[config.mk]
export PLATFORM = sky130hd
export DESIGN_NAME = multiword_sub_ctrl
export DESIGN_NICKNAME = d
export VERILOG_FILES = /design/src/rtl/multiword_sub_pkg.sv /design/src/rtl/nibble_sub_stage.sv /design/src/rtl/multiword_sub_ctrl.sv
export SDC_FILE = /design/constraint.sdc
export NUM_CORES = 1
export LEC_CHECK = 0
export BUFFER_PORTS_ARGS = -buffer_cell sky130_fd_sc_hd__buf_2
export CAP_MARGIN = 10
export CORE_MARGIN = 1.5
export CORE_UTILIZATION = 48
export DETAILED_ROUTE_END_ITERATION = 7
export PLACE_DENSITY_LB_ADDON = 0.15
export SYNTH_ARGS = -nofsm -noshare
export SYNTH_HDL_FRONTEND = slang
export SYNTH_HIERARCHICAL = 1
export SYNTH_SLANG_ARGS = --single-unit
[constraint.sdc]
create_clock -name clk -period 2.59 [get_ports clk]
set_input_delay 0.518 -clock clk [delete_from_list [all_inputs] [get_ports clk]]
set_output_delay 0.518 -clock clk [all_outputs]
set_load 0.02 [all_outputs]
[src/rtl/multiword_sub_pkg.sv]
// Shared definitions for the nibble-serial multiword subtractor.
package multiword_sub_pkg;

  localparam int NIBBLE_W = 4;

  typedef enum logic [1:0] {
    IDLE = 2'd0,
    RUN  = 2'd1,
    DONE = 2'd2
  } state_e;

endpackage

[src/rtl/nibble_sub_stage.sv]
// Combinational 4-bit subtract stage: {bout, d} = a - b - bin.
import multiword_sub_pkg::*;

module nibble_sub_stage (
  input  logic [NIBBLE_W-1:0] a,
  input  logic [NIBBLE_W-1:0] b,
  input  logic                bin,
  output logic [NIBBLE_W-1:0] d,
  output logic                bout
);

  // A borrow shows up as the wrapped MSB of the one-bit-wider difference.
  assign {bout, d} = {1'b0, a} - {1'b0, b} - {{NIBBLE_W{1'b0}}, bin};

endmodule

[src/rtl/multiword_sub_ctrl.sv]
// Nibble-serial A - B - bin sequencer with valid/ready on both sides.
// Build option: define SUB_SATURATE_EN to clamp diff to 0 when the final borrow is set.
import multiword_sub_pkg::*;

module multiword_sub_ctrl #(
  parameter int NIBBLES = 4
) (
  input  logic                    clk,
  input  logic                    rst_n,
  input  logic                    start_valid,
  output logic                    start_ready,
  input  logic [NIBBLE_W*NIBBLES-1:0] op_a,
  input  logic [NIBBLE_W*NIBBLES-1:0] op_b,
  input  logic                    bin_in,
  output logic                    res_valid,
  input  logic                    res_ready,
  output logic [NIBBLE_W*NIBBLES-1:0] diff,
  output logic                    bout,
  output logic                    busy
);

  localparam int W     = NIBBLE_W * NIBBLES;
  localparam int IDX_W = (NIBBLES > 1) ? $clog2(NIBBLES) : 1;
  localparam logic [IDX_W-1:0] LAST_IDX = IDX_W'(NIBBLES - 1);

  state_e             state_q;
  logic [W-1:0]       a_q, b_q, diff_q;
  logic [IDX_W-1:0]   idx_q;
  logic               borrow_q, bout_q;
  logic               start_ready_q, res_valid_q, busy_q;

  logic [NIBBLE_W-1:0] nib_a, nib_b, nib_d;
  logic                nib_bout;

  assign nib_a = a_q[int'(idx_q) * NIBBLE_W +: NIBBLE_W];
  assign nib_b = b_q[int'(idx_q) * NIBBLE_W +: NIBBLE_W];

  nibble_sub_stage u_stage (
    .a    (nib_a),
    .b    (nib_b),
    .bin  (borrow_q),
    .d    (nib_d),
    .bout (nib_bout)
  );

  // NOTE: operand registers carry no reset; they are only consumed after a handshake reloads them.
  always_ff @(posedge clk) begin
    if (start_valid && start_ready_q) begin
      a_q <= op_a;
      b_q <= op_b;
    end
  end

  // NOTE: all state here uses non-blocking assignments so every flop sees pre-edge values.
  always_ff @(posedge clk) begin
    if (!rst_n) begin
      state_q       <= IDLE;
      start_ready_q <= 1'b1;
      res_valid_q   <= 1'b0;
      busy_q        <= 1'b0;
      diff_q        <= '0;
      bout_q        <= 1'b0;
      idx_q         <= '0;
      borrow_q      <= 1'b0;
    end else begin
      case (state_q)
        IDLE: begin
          if (start_valid && start_ready_q) begin
            borrow_q      <= bin_in;
            idx_q         <= '0;
            state_q       <= RUN;
            start_ready_q <= 1'b0;
            busy_q        <= 1'b1;
          end
        end
        RUN: begin
          diff_q[int'(idx_q) * NIBBLE_W +: NIBBLE_W] <= nib_d;
          borrow_q <= nib_bout;
          if (idx_q == LAST_IDX) begin
            bout_q      <= nib_bout;
            state_q     <= DONE;
            res_valid_q <= 1'b1;
`ifdef SUB_SATURATE_EN
            if (nib_bout) diff_q <= '0;
`endif
          end else begin
            idx_q <= idx_q + 1'b1;
          end
        end
        DONE: begin
          if (res_ready) begin
            state_q       <= IDLE;
            res_valid_q   <= 1'b0;
            busy_q        <= 1'b0;
            start_ready_q <= 1'b1;
          end
        end
        default: state_q <= IDLE;
      endcase
    end
  end

  assign start_ready = start_ready_q;
  assign res_valid   = res_valid_q;
  assign busy        = busy_q;
  assign diff        = diff_q;
  assign bout        = bout_q;

endmodule

==> results.py <==
metrics = {
    "synth": {
        "synth.top_cell.area_share_pct": 38.0,
        "ys.flop_type": "edfxtp_1",
        "async_reset_ff_share_pct": 0,
        "ys_warn_count": 6,
        "syn_area_um2": 2530,
        "avgSynthCellArea_um2": 13.1,
        "synth.net_count": 243,
        "synth.distinct_cells": 45,
        "netlist_top_cells_area": "edfxtp_1 38%, dfxtp_1 20%, mux4_2 7.1%",
        "synth_largest_area_cell": "edfxtp_1",
        "synthTopCellsByCount": "32 x edfxtp_1, 25 x dfxtp_1, 23 x nand2_1",
        "syn_inst": 193,
        "synth-seq-cells": 57,
        "synth-edff-count": 32,
        "synth.most_common_cell": "edfxtp_1",
        "yosysSeqAreaShare_pct": 57.7,
    },
    "drt": {
        "drt_pass1_iterations": 4,
        "avgViaCountPerCell": 5.07,
        "drc_errors": 0,
        "drt_iter0_markers": 68,
        "totalWireLength_um": 4570,
        "routedWlPerCell_um": 13.7,
        "antenna_left": 0,
        "vias": 1695,
    },
    "cts": {
        "clock_sinks": 57,
        "cts_max_path_buffers": 2,
        "clk_root_buffer_cell": "clkbuf_8",
        "numCtsBuffers": 9,
        "insertion_delay_ns": 0.33,
        "cts_tree": "built",
        "htreeDepth": 3,
        "clk_pin_slew_worst_paths_ns": 0.06,
        "holdBufCountCts": 0,
    },
    "layout": {
        "antennaDiodeCount": 0,
        "syn2layout_area_growth_pct": 23.3,
        "drive_above_1_share_pct": 36.7,
        "fin_nets": 309,
    },
    "power": {
        "report.power.total_mw": 2.25,
        "p_leak_nw": 1.27,
        "peakVddDrop_v": 0.000491,
        "powerDensity_nw_per_um2": 721,
    },
    "critical_path": {
        "worstReg2RegEnd": "diff[3]$_SDFFE_PN0P_",
        "rrSetupSlack_ns": 0.05,
        "r2r-start": "idx_q[0]$_SDFFE_PN0P_",
        "r2r_cells": 10,
        "worstPathArrival_ns": 2.80,
        "startpoint_type": "flip-flop",
        "critPathMaxFanout": 4,
        "crit_type": "flip-flop to flip-flop",
        "end_kind": "flip-flop",
        "crit_required_ns": 2.85,
    },
    "run": {
        "cap_viol_max_count": 0,
    },
    "timing": {
        "slew_headroom_pct": 66.7,
        "setup_viol_count_final": 0,
        "fin_ws_ns": 0.0476,
        "fmax_mhz": 393,
        "tightest_slew_ns": 0.499,
        "hold_violations": 0,
        "slew_violations": 0,
        "period_needed_ns": 2.54,
        "skew_ns": 0.00505,
        "fin_crit_sh_pct": 98.2,
    },
    "worst_hold_path": {
        "min_to": "b_q[10]$_DFFE_PP_",
        "hold_start": "op_b[10]",
        "holdCritPathClass": "input pin to flip-flop",
        "hold_depth": 1,
    },
    "grt": {
        "antenna_found_initial": 0,
        "grt_usage_pct": 17.6,
        "grt_pass1_wl_um": 6980,
        "overflow": 0,
        "grt_max_degree": 33,
        "grt_pass1_vias": 1523,
    },
    "die": {
        "ios": 57,
        "dieWidth_um": 75.6,
        "rows": 26,
        "fp.dieH_um": 75.6,
        "core_um2": 5110,
        "die_area_um2": 5720,
        "start_util_pct": 49.6,
    },
    "placement": {
        "place_ws_ns": -0.00260,
        "io_buffers": 56,
        "dp_hpwl_um": 3300,
        "gp_congestion": 0.768,
    },
    "run_status": {
        "status": "completed",
    },
}
==> power by group <==
part | internal, mW | total [mW] | switching, mW | leakage (nW)
clock network | 0.531 | 0.864 | 0.334 | 0.104
logic | 0.155 | 0.347 | 0.193 | 0.662
registers | 1.01 | 1.04 | 0.0248 | 0.508
==> worst max path at each step <==
stage	slack [ns]	to	cells past startpoint	from
4_1_cts	0.01	borrow_q$_SDFFE_PN0P_	8	idx_q[0]$_SDFFE_PN0P_
3_3_place_gp	0.05	diff[15]$_SDFFE_PN0P_	9	idx_q[0]$_SDFFE_PN0P_
6_report	0.05	diff[3]$_SDFFE_PN0P_	10	idx_q[0]$_SDFFE_PN0P_
2_1_floorplan	0.005	borrow_q$_SDFFE_PN0P_	9	idx_q[0]$_SDFFE_PN0P_
3_5_place_dp	-0.003	diff[3]$_SDFFE_PN0P_	9	idx_q[0]$_SDFFE_PN0P_
5_1_grt	-0.05	diff[3]$_SDFFE_PN0P_	10	idx_q[0]$_SDFFE_PN0P_
==> layout make-up <==
| class | instances | area (um^2) |
|---|---|---|
| Inverter | 12 | 45.0 |
| Fill cell | 429 | 1990 |
| Multi-Input combinational cell | 116 | 983 |
| Tap cell | 70 | 87.6 |
| Timing Repair Buffer | 63 | 333 |
| Clock buffer | 9 | 124 |
| Sequential cell | 57 | 1460 |
| Clock inverter | 7 | 85.1 |
==> worst max-delay path: stages, from the launching register on <==
cell	delay, ns
dfxtp_2	0.36
buf_4	0.12
mux4_2	0.49
inv_2	0.07
fa_2	0.44
ha_1	0.20
o21ai_1	0.16
nand3b_1	0.14
xor2_2	0.23
nand2_1	0.10
o22ai_1	0.17
==> sequential cells by signal, indices dropped and copies added (netlist names) <==
register,cells
start_ready,1
a_q,16
state_q,2
busy,1
borrow_q,1
idx_q,2
res_valid,1
b_q,16
diff,16
bout,1
==> layer usage <==
metal	wire, um	global-route usage [%]	part of all wire [%]
met1	2160	22.2	47
met2	2060	25.8	45
met3	253	8.33	5.5
met4	91	7.74	2.0
met5	0	0	0
==> cell families after synthesis <==
| kind of cell | count (synthesis) | synth area share (%) |
|---|---|---|
| adders and majority gates | 13 | 7.02 |
| DFF | 57 | 57.7 |
| buffers and inverters | 20 | 3.90 |
| xor gates and xnor gates | 4 | 1.38 |
| and+or+nand+nor | 56 | 13.3 |
| AOI/OAI and AO/OA | 34 | 9.10 |
| muxes | 9 | 7.51 |
==> repair_timing <==
item,CTS,global route
buffers inserted,0,0
gates resized for setup,1,5
endpoints found under the setup margin,2,6
pin swaps,0,6
==> per-stage QoR <==
stage	std cells	hold WS [ns]	TNS [ns]	util [%]	area, um^2
finish	334	0.360	0	61.1	3120
global route	334	0.334	-0.118	61.1	3120
CTS	334	0.341	0	61.0	3120
detailed placement	318	0.441	-0.00298	56.8	2900
global placement	318	0.436	0	56.8	2900
floorplan	193	0.516	0	-	2530
==> placed cells by master (no fill, tap or decap), drive strengths merged, types with 5 or more instances in the layout <==
master / count
o22ai: 9
mux4: 8
nand2: 23
edfxtp: 32
nand4: 5
a21boi: 10
dfxtp: 25
ha: 11
clkbuf: 9
inv: 12
o21ai: 5
buf: 63
(Power assumes the default switching activity.)
